<file path="src/rtl/regfile_pkg.sv">
// Shared constants and small helpers for the register-file write-back arbiter.
package regfile_pkg;

  localparam int AW_DEF   = 5;
  localparam int DW_DEF   = 32;
  localparam int NREQ_MIN = 2;
  localparam int NREQ_MAX = 4;

  // Round-robin successor of idx among n requesters.
  function automatic int wrap_inc(input int idx, input int n);
    int nxt;
    nxt = idx + 32'sd1;
    if (nxt >= n) begin
      nxt = 32'sd0;
    end else begin
      nxt = nxt;
    end
    return nxt;
  endfunction

endpackage

</file>
<file path="src/rtl/regfile_wb_arbiter_rr.sv">
// Round-robin grant selection: first valid requester at or above rr_ptr, wrapping.
module rr_arbiter
  import regfile_pkg::*;
#(
  parameter  int NREQ = 2,
  localparam int IW   = $clog2(NREQ)
) (
  input  logic [NREQ-1:0] valid,
  input  logic [IW-1:0]   rr_ptr,
  output logic [NREQ-1:0] grant
);

  logic [IW:0]   w_sum;
  logic [IW-1:0] w_idx;
  logic          w_found;

  // Scan NREQ positions starting at rr_ptr; sum stays below 2*NREQ so one subtraction wraps it.
  always_comb begin
    grant   = '0;
    w_found = 1'b0;
    w_sum   = '0;
    w_idx   = '0;
    for (int k = 0; k < NREQ; k++) begin
      w_sum = {1'b0, rr_ptr} + (IW+1)'(k);
      if (w_sum >= (IW+1)'(NREQ)) begin
        w_sum = w_sum - (IW+1)'(NREQ);
      end else begin
        w_sum = w_sum;
      end
      w_idx = w_sum[IW-1:0];
      if (!w_found && valid[w_idx]) begin
        grant[w_idx] = 1'b1;
        w_found      = 1'b1;
      end else begin
        w_found = w_found;
      end
    end
  end

endmodule

</file>
<file path="src/rtl/regfile_wb_arbiter.sv">
// Round-robin write-back arbiter feeding a single register-file write port.
// Optional read bypass ports are added when REGFILE_WB_BYPASS_EN is defined.
module regfile_wb_arbiter
  import regfile_pkg::*;
#(
  parameter  int NREQ = 2,
  parameter  int AW   = AW_DEF,
  parameter  int DW   = DW_DEF,
  localparam int GW   = $clog2(NREQ)
) (
  input  logic               clk,
  input  logic               rst,
  input  logic [NREQ-1:0]    req_valid,
  output logic [NREQ-1:0]    req_ready,
  input  logic [NREQ*AW-1:0] req_addr,
  input  logic [NREQ*DW-1:0] req_data,
  input  logic               stall,
  output logic               writeen,
  output logic [AW-1:0]      addrw,
  output logic [DW-1:0]      writeint,
  output logic [GW-1:0]      grant_id
`ifdef REGFILE_WB_BYPASS_EN
  ,
  input  logic [AW-1:0]      rd_addr1,
  input  logic [AW-1:0]      rd_addr2,
  input  logic [DW-1:0]      rd_data1_in,
  input  logic [DW-1:0]      rd_data2_in,
  output logic [DW-1:0]      rd_data1,
  output logic [DW-1:0]      rd_data2
`endif
);

  logic [GW-1:0]   r_rr_ptr;
  logic            r_writeen;
  logic [AW-1:0]   r_addrw;
  logic [DW-1:0]   r_writeint;
  logic [GW-1:0]   r_grant_id;

  logic [NREQ-1:0] w_arb_grant;
  logic [NREQ-1:0] w_grant;
  logic            w_xfer;
  logic [GW-1:0]   w_gidx;
  logic [GW-1:0]   w_next_ptr;
  logic [AW-1:0]   w_sel_addr;
  logic [DW-1:0]   w_sel_data;

  rr_arbiter #(.NREQ(NREQ)) u_rr_arbiter (
    .valid  (req_valid),
    .rr_ptr (r_rr_ptr),
    .grant  (w_arb_grant)
  );

  // Reset and stall both suppress grants.
  always_comb begin
    w_grant = '0;
    if (rst || stall) begin
      w_grant = '0;
    end else begin
      w_grant = w_arb_grant;
    end
  end

  assign req_ready = w_grant;
  assign w_xfer    = |w_grant;

  // One-hot AND-OR mux of the granted requester's index, address and data.
  always_comb begin
    w_gidx     = '0;
    w_sel_addr = '0;
    w_sel_data = '0;
    for (int i = 0; i < NREQ; i++) begin
      w_gidx     = w_gidx     | ({GW{w_grant[i]}} & GW'(i));
      w_sel_addr = w_sel_addr | ({AW{w_grant[i]}} & req_addr[i*AW +: AW]);
      w_sel_data = w_sel_data | ({DW{w_grant[i]}} & req_data[i*DW +: DW]);
    end
    w_next_ptr = GW'(wrap_inc(int'(w_gidx), NREQ));
  end

  // Register the transfer; address-0 writes advance the pointer but never reach the port.
  always_ff @(posedge clk or posedge rst) begin
    if (rst) begin
      r_rr_ptr   <= '0;
      r_writeen  <= 1'b0;
      r_addrw    <= '0;
      r_writeint <= '0;
      r_grant_id <= '0;
    end else if (w_xfer) begin
      r_rr_ptr  <= w_next_ptr;
      r_writeen <= (w_sel_addr != '0);
      if (w_sel_addr != '0) begin
        r_addrw    <= w_sel_addr;
        r_writeint <= w_sel_data;
        r_grant_id <= w_gidx;
      end
    end else begin
      r_writeen <= 1'b0;
    end
  end

  assign writeen  = r_writeen;
  assign addrw    = r_addrw;
  assign writeint = r_writeint;
  assign grant_id = r_grant_id;

`ifdef REGFILE_WB_BYPASS_EN
  // Forward the in-flight write to readers; register 0 always reads zero.
  always_comb begin
    rd_data1 = rd_data1_in;
    if (r_writeen && (r_addrw == rd_addr1)) begin
      rd_data1 = r_writeint;
    end else if (rd_addr1 == '0) begin
      rd_data1 = '0;
    end else begin
      rd_data1 = rd_data1_in;
    end
    rd_data2 = rd_data2_in;
    if (r_writeen && (r_addrw == rd_addr2)) begin
      rd_data2 = r_writeint;
    end else if (rd_addr2 == '0) begin
      rd_data2 = '0;
    end else begin
      rd_data2 = rd_data2_in;
    end
  end
`endif

endmodule

</file>
<file path="config.mk">
export PLATFORM = sky130hd
export DESIGN_NAME = regfile_wb_arbiter
export DESIGN_NICKNAME = d
export VERILOG_FILES = /design/src/rtl/regfile_pkg.sv /design/src/rtl/regfile_wb_arbiter_rr.sv /design/src/rtl/regfile_wb_arbiter.sv
export SDC_FILE = /design/constraint.sdc
export NUM_CORES = 1
export LEC_CHECK = 0
export CAP_MARGIN = 40
export CORE_MARGIN = 2
export CORE_UTILIZATION = 34
export CTS_BUF_LIST = sky130_fd_sc_hd__clkbuf_8
export DETAILED_ROUTE_END_ITERATION = 6
export MAX_ROUTING_LAYER = met4
export PLACE_DENSITY = 0.81
export SLEW_MARGIN = 25
export SYNTH_ARGS = -nofsm -noshare
export SYNTH_HDL_FRONTEND = slang
export SYNTH_SLANG_ARGS = --single-unit
</file>
<file path="constraint.sdc">
create_clock -name clk -period 2.1 [get_ports clk]
set_input_delay 0.63 -clock clk [delete_from_list [all_inputs] [get_ports clk]]
set_output_delay 0.63 -clock clk [all_outputs]
set_load 0.02 [all_outputs]
</file>
==> results.ini, run 1 <==
[cts]
cts_tree = done
clk_pin_slew_ns = 0.07
cts.sinks = 40
insertion_delay_ns = 0.28
cts-buffers-inserted = 5
cts_max_path_buffers = 2
cts_root_buffer = clkbuf_8
ctsHtreeMaxLevel = 2

[floorplanning]
start_util_pct = 35.03
die_area_um2 = 6254
coreArea_um2 = 5473
die_y_um = 79.09
io_pins = 120
fp-row-count = 27
dieWidth_um = 79.09

[routing]
drc = 0
dr.pass1.iters = 4
wl_per_cell_um = 15.36
drt_iter0_markers = 55
wl_mm = 5.453
routed_via_density = 4.856
vias = 1724
antenna_left = 0

[power_and_ir_drop]
power_leakage_uw = 0.001570
p_sw_share_pct = 28.35
power_frac_clock_pct = 22.2
ir_worst_vdd_mv = 0.3540
internal-power_uw = 1631
pwr-share-comb_pct = 36.5
power.density_nw_per_um2 = 643.4
power_switching_uw = 645.5
power_frac_seq_pct = 41.3

[final_layout]
syn_to_final_growth_pct = 84.60
nets = 361
final_layout_size_suffix_gt1_share_pct = 25.44
diodes = 0
multi_input_comb_area_um2 = 877.1
fill_cells = 457
post-route-util_pct = 64.65
regArea_um2 = 1001

[logic_synthesis]
ys_ff_latch = 40
synthCells = 148
syn-num-nets = 227
synth_edf_count = 0
seq_area_frac_synth_pct = 52.22
yosys.area.top_type = dfrtp_1
netlist.area_leader.share_pct = 52.22
yosysWarnings = 0
synthFlopType = dfrtp_1
post_synth.cell_area_avg_um2 = 12.95
ys_types = 21
netlist_area_um2 = 1917
netlist_top_cells_area = dfrtp_1 (52%), mux2_2 (17%), a22o_1 (15%)
synth.most_common_cell = dfrtp_1
async_reset_ff_share_pct = 100.0
synth_commonest_cells = dfrtp_1 (40), a22o_1 (32), mux2_2 (29)

[setup_path]
cp_slowest_cell = or3b_4
crit_path_max_fanout = 2
cp.required_ns = 1.47
crit_chain = buf_2, or3b_4, nand2b_4, inv_4, buf_6
cp-start-kind = primary input
endpoint_kind = output port
critPathMaxStageDelay_ns = 0.39
crit_type = primary input to output port
arrival_ns = 1.45
crit_path_start = stall
worstReg2RegStart = r_rr_ptr

[job]
maxCapViolations = 0

[global_routing]
overflow = 0
grt_max_degree = 41
grt_pass1_vias = 1802
antenna_found_initial = 0
grt_pass1_wl_mm = 8.376
grt_usage_pct = 17.50

[placement]
gp_congestion = 0.6933
dp_slack_ns = -0.8607
hpwl_mm = 3.829
port_buffers = 119

[sta]
maxSlewHeadroom_pct = 73.14
rsz0062_at_grt = false
fin_skew_ns = 0.004397
tightest_slew_ns = 0.4029
period_share_pct = 99.23
setup_viol = 0
max_freq_ghz = 0.4799
setup_slack_ns = 0.01617
period_minus_slack_ns = 2.084
hold_viol_final = 0
slew_viol_final = 0

[run_status]
status = finished, final reports clean

[hold_path]
hold_class = primary input to async pin

[final timing paths]
kind	depth (start not counted)	end	slack, ns
worst max-delay path	5	req_ready[1]	0.02
worst min-delay path	4	writeint[29]	0.50
worst max register to register	7	writeint[26]	0.36
worst min register to register	1	writeint[11]	0.50
max in group asynchronous	4	r_rr_ptr	1.40
min in group clk	1	writeint[11]	0.50
[power by group through the flow]
stage / Sequential, uW / Clock [uW] / Combinational [uW]
2_1_floorplan: 1080 / 0 / 204
3_5_place_dp: 952 / 0 / 774
3_3_place_gp: 948 / 0 / 760
6_report: 940 / 505 / 832
5_1_grt: 956 / 559 / 880
4_1_cts: 939 / 522 / 826
[layer usage]
metal  global-route usage [%]  wire length, um
met2                    31.02             2795
met3                    5.795              422
met4                    2.586               20
met5                        -                0
met1                    19.71             2214
[repair_timing]
item,in CTS,in global routing
endpoints found under the setup margin,39,28
hold buffers,0,0
resized for setup,39,12
buffers inserted,3,1
cloned,3,0
pin swaps,4,3
[registers in the layout, summed over array words and instances (netlist names)]
signal    flops
writeint     32
addrw         5
grant_id      1
r_rr_ptr      1
writeen       1
[critical path, delay by kind of cell]
family / cells / cell delay (ns)
buffers and inverters: 3 / 0.28
AND/OR/NAND/NOR: 2 / 0.56
[placed cells by master (no fill, tap or decap), types with 2 or more instances in the layout]
cell | synthesis | routed
buf_6 | 2 | 3
a22oi_1 | 5 | 5
mux2_2 | 29 | 22
buf_4 | 2 | 11
dfrtp_1 | 40 | 40
o21ai_0 | 6 | 6
clkdlybuf4s50_1 | 0 | 109
or3b_4 | 0 | 2
dlygate4sd2_1 | 0 | 2
mux2_4 | 3 | 10
inv_1 | 8 | 8
nand2_1 | 2 | 2
clkbuf_8 | 0 | 6
clkdlybuf4s15_1 | 0 | 2
buf_16 | 0 | 3
buf_2 | 7 | 4
buf_12 | 0 | 5
a22o_1 | 32 | 32
[cell type report]
type | instances | area share (%)
inverters | 8 | 0.9194
multi-input cells | 88 | 24.79
clock inverters | 2 | 0.2122
well taps | 72 | 2.546
repair buffers | 139 | 40.91
flip-flops and latches | 40 | 28.29
clock buffers | 6 | 2.334
[stage by stage]
stage / setup TNS (ns) / total power [uW] / instances / area, um2 / hold slack [ns]
finish: 0 / 2276 / 355 / 3538 / 0.5040
CTS: 0 / 2288 / 354 / 3493 / 0.4986
global route: 0 / 2395 / 355 / 3538 / 0.5244
floorplan: 0 / 1284 / 148 / 1921 / 0.4901
detailed placement: -20.59 / 1726 / 340 / 3277 / 0.4942
global placement: -19.77 / 1709 / 340 / 3277 / 0.4886
[cell families (layout without fill, tap and decap cells)]
group / Yosys count / count (layout) / synth area share, %
multiplexers: 32 / 32 / 19.39
flip-flops: 40 / 40 / 52.22
AO/OA/AOI/OAI: 46 / 46 / 19.71
buffers and inverters: 20 / 155 / 5.548
AND/OR/NAND/NOR: 10 / 10 / 3.133
Power figures use the tool's default switching activity.
==> inputs of run 2 (changes only) <==
- RECOVER_POWER: default -> 25
==> run 2 against run 1 <==
Worst setup slack improved by 0.0014 ns. Final area fell by 0.46%. Total power fell by 0.23%. Critical endpoint unchanged. Largest power group unchanged.
==> results.ini, run 2 (synthesis gave the netlist of run 1 again) <==
[setup_path]
endpoint_kind = output port
crit_chain = buf_2, or3b_4, nand2b_4, inv_4, buf_6
cp_slowest_cell = or3b_4
cp-start-kind = primary input
arrival_ns = 1.45  ; about the same
crit_path_max_fanout = 2  ; unchanged
critPathMaxStageDelay_ns = 0.39  ; about the same
cp.required_ns = 1.47  ; about the same
r2r_cells = 7  ; unchanged
crit_type = primary input to output port

[run_status]
status = finished, final reports clean

[global_routing]
grt_usage_pct = 17.50  ; unchanged
grt_pass1_wl_mm = 8.376  ; unchanged
grt_max_degree = 41  ; unchanged
overflow = 0  ; unchanged
antenna_found_initial = 0  ; unchanged
grt_pass1_vias = 1802  ; unchanged

[routing]
antenna_left = 0  ; unchanged
drc = 0  ; unchanged
drt_iter0_markers = 66  ; +20%
routed_via_density = 4.865  ; +0.17%
wl_per_cell_um = 15.29  ; -0.48%
vias = 1727  ; +0.17%
dr.pass1.iters = 4  ; unchanged
wl_mm = 5.427  ; -0.48%

[power_and_ir_drop]
internal-power_uw = 1627  ; -0.22%
ir_worst_vdd_mv = 0.3538  ; about the same
power_frac_clock_pct = 22.2  ; about the same
p_sw_share_pct = 28.35  ; about the same
power_leakage_uw = 0.001562  ; -0.52%
power_frac_seq_pct = 41.4  ; about the same
power_switching_uw = 643.8  ; -0.25%
pwr-share-comb_pct = 36.4  ; about the same
power.density_nw_per_um2 = 644.8  ; +0.23%

[floorplanning]
io_pins = 120  ; unchanged
start_util_pct = 35.03  ; unchanged
fp-row-count = 27  ; unchanged
die_y_um = 79.09  ; unchanged
coreArea_um2 = 5473  ; unchanged
die_area_um2 = 6254  ; unchanged
dieWidth_um = 79.09  ; unchanged

[final_layout]
nets = 361  ; unchanged
final_cell_mix = clkdlybuf4s50_1 (109), dfrtp_1 (40), a22o_1 (32)
syn_to_final_growth_pct = 83.75
diodes = 0  ; unchanged
largest_reg_flops = 32  ; unchanged
post-route-util_pct = 64.36  ; -0.30 points
mostFrequentLayoutCell = clkdlybuf4s50_1
final_layout_size_suffix_gt1_share_pct = 25.09  ; -0.35 points

[sta]
max_freq_ghz = 0.4802  ; about the same
hold_viol_final = 0  ; unchanged
rsz0062_at_grt = false
setup_slack_ns = 0.01755  ; +0.001377 ns
tightest_slew_ns = 0.9717  ; +0.5688 ns
fin_skew_ns = 0.003984  ; -0.0004132 ns
period_minus_slack_ns = 2.082  ; -0.001377 ns
slew_viol_final = 0  ; unchanged
setup_viol = 0  ; unchanged
maxSlewHeadroom_pct = 35.22  ; -38 points
period_share_pct = 99.16  ; about the same

[cts]
cts_max_path_buffers = 2  ; unchanged
ctsHtreeMaxLevel = 2  ; unchanged
cts-buffers-inserted = 5  ; unchanged
cts_hold_buf = 0  ; unchanged
cts_tree = done
cts.sinks = 40  ; unchanged
cts_root_buffer = clkbuf_8
insertion_delay_ns = 0.28  ; about the same
clk_pin_slew_ns = 0.07  ; about the same

[placement]
gp_congestion = 0.6933  ; unchanged
hpwl_mm = 3.829  ; unchanged
dp_slack_ns = -0.8607  ; unchanged
port_buffers = 119  ; unchanged

[hold_path]
hold_class = flip-flop to flip-flop
hold_depth = 1

[job]
maxCapViolations = 0  ; unchanged

[run 2: power by group through the flow]
| stage | logic [uW] | registers, uW | clock network (uW) |
|---|---|---|---|
| after CTS | 826 | 939 | 522 |
| after global routing | 876 | 956 | 559 |
| final | 827 | 940 | 505 |
| after global placement | 760 | 948 | 0 |
| after floorplan | 204 | 1080 | 0 |
| after detailed placement | 774 | 952 | 0 |
[run 2: final cells by class]
cell class                      count  area (um2)
Fill cell                         460        1951
Tap cell                           72       90.09
Inverter                            8       32.53
Timing Repair Buffer              139        1431
Sequential cell                    40        1001
Multi-Input combinational cell     88       877.1
Clock inverter                      2       7.507
Clock buffer                        6       82.58
[run 2: per-stage QoR]
stage          total power (uW)  cell area [um2]  hold slack [ns]  TNS (ns)  std cells
3_5_place_dp               1726             3277           0.4942    -20.59        340
3_3_place_gp               1709             3277           0.4886    -19.77        340
2_1_floorplan              1284             1921           0.4901         0        148
5_1_grt                    2391             3522           0.5284         0        355
6_report                   2271             3522           0.5045         0        355
4_1_cts                    2288             3493           0.4986         0        354
[run 2: routing by layer]
layer  GRT usage (%)  vias up  share of wire [%]
li1                -      820                  -
met4           2.586        0               0.52
met5               -        -                  0
met3           5.795        4                8.0
met1           19.71      827                 40
met2           31.02       76                 51
[run 2: path summary, 6_finish.rpt]
check / slack [ns] / endpoint / from
setup reg to reg: 0.36 / writeint[26] / r_rr_ptr
hold reg to reg: 0.50 / writeint[11] / writeint[11]
max in group asynchronous: 0.73 / writeint[6] / rst
min in group asynchronous: 0.77 / writeint[29] / rst
setup / recovery: 0.02 / req_ready[1] / stall
hold / removal: 0.50 / writeint[11] / writeint[11]
[run 2: repair_timing]
| action | 4_1_cts | 5_1_grt |
|---|---|---|
| pin swaps | 4 | 3 |
| gates resized for setup | 39 | 12 |
| setup endpoints to repair | 39 | 28 |
| gates cloned | 3 | 0 |
| buffers inserted | 3 | 1 |
[run 2: worst max-delay path: cells and delay by family]
| kind | cells | cell delay, ns |
|---|---|---|
| buf+inv | 3 | 0.28 |
| simple gates | 2 | 0.56 |
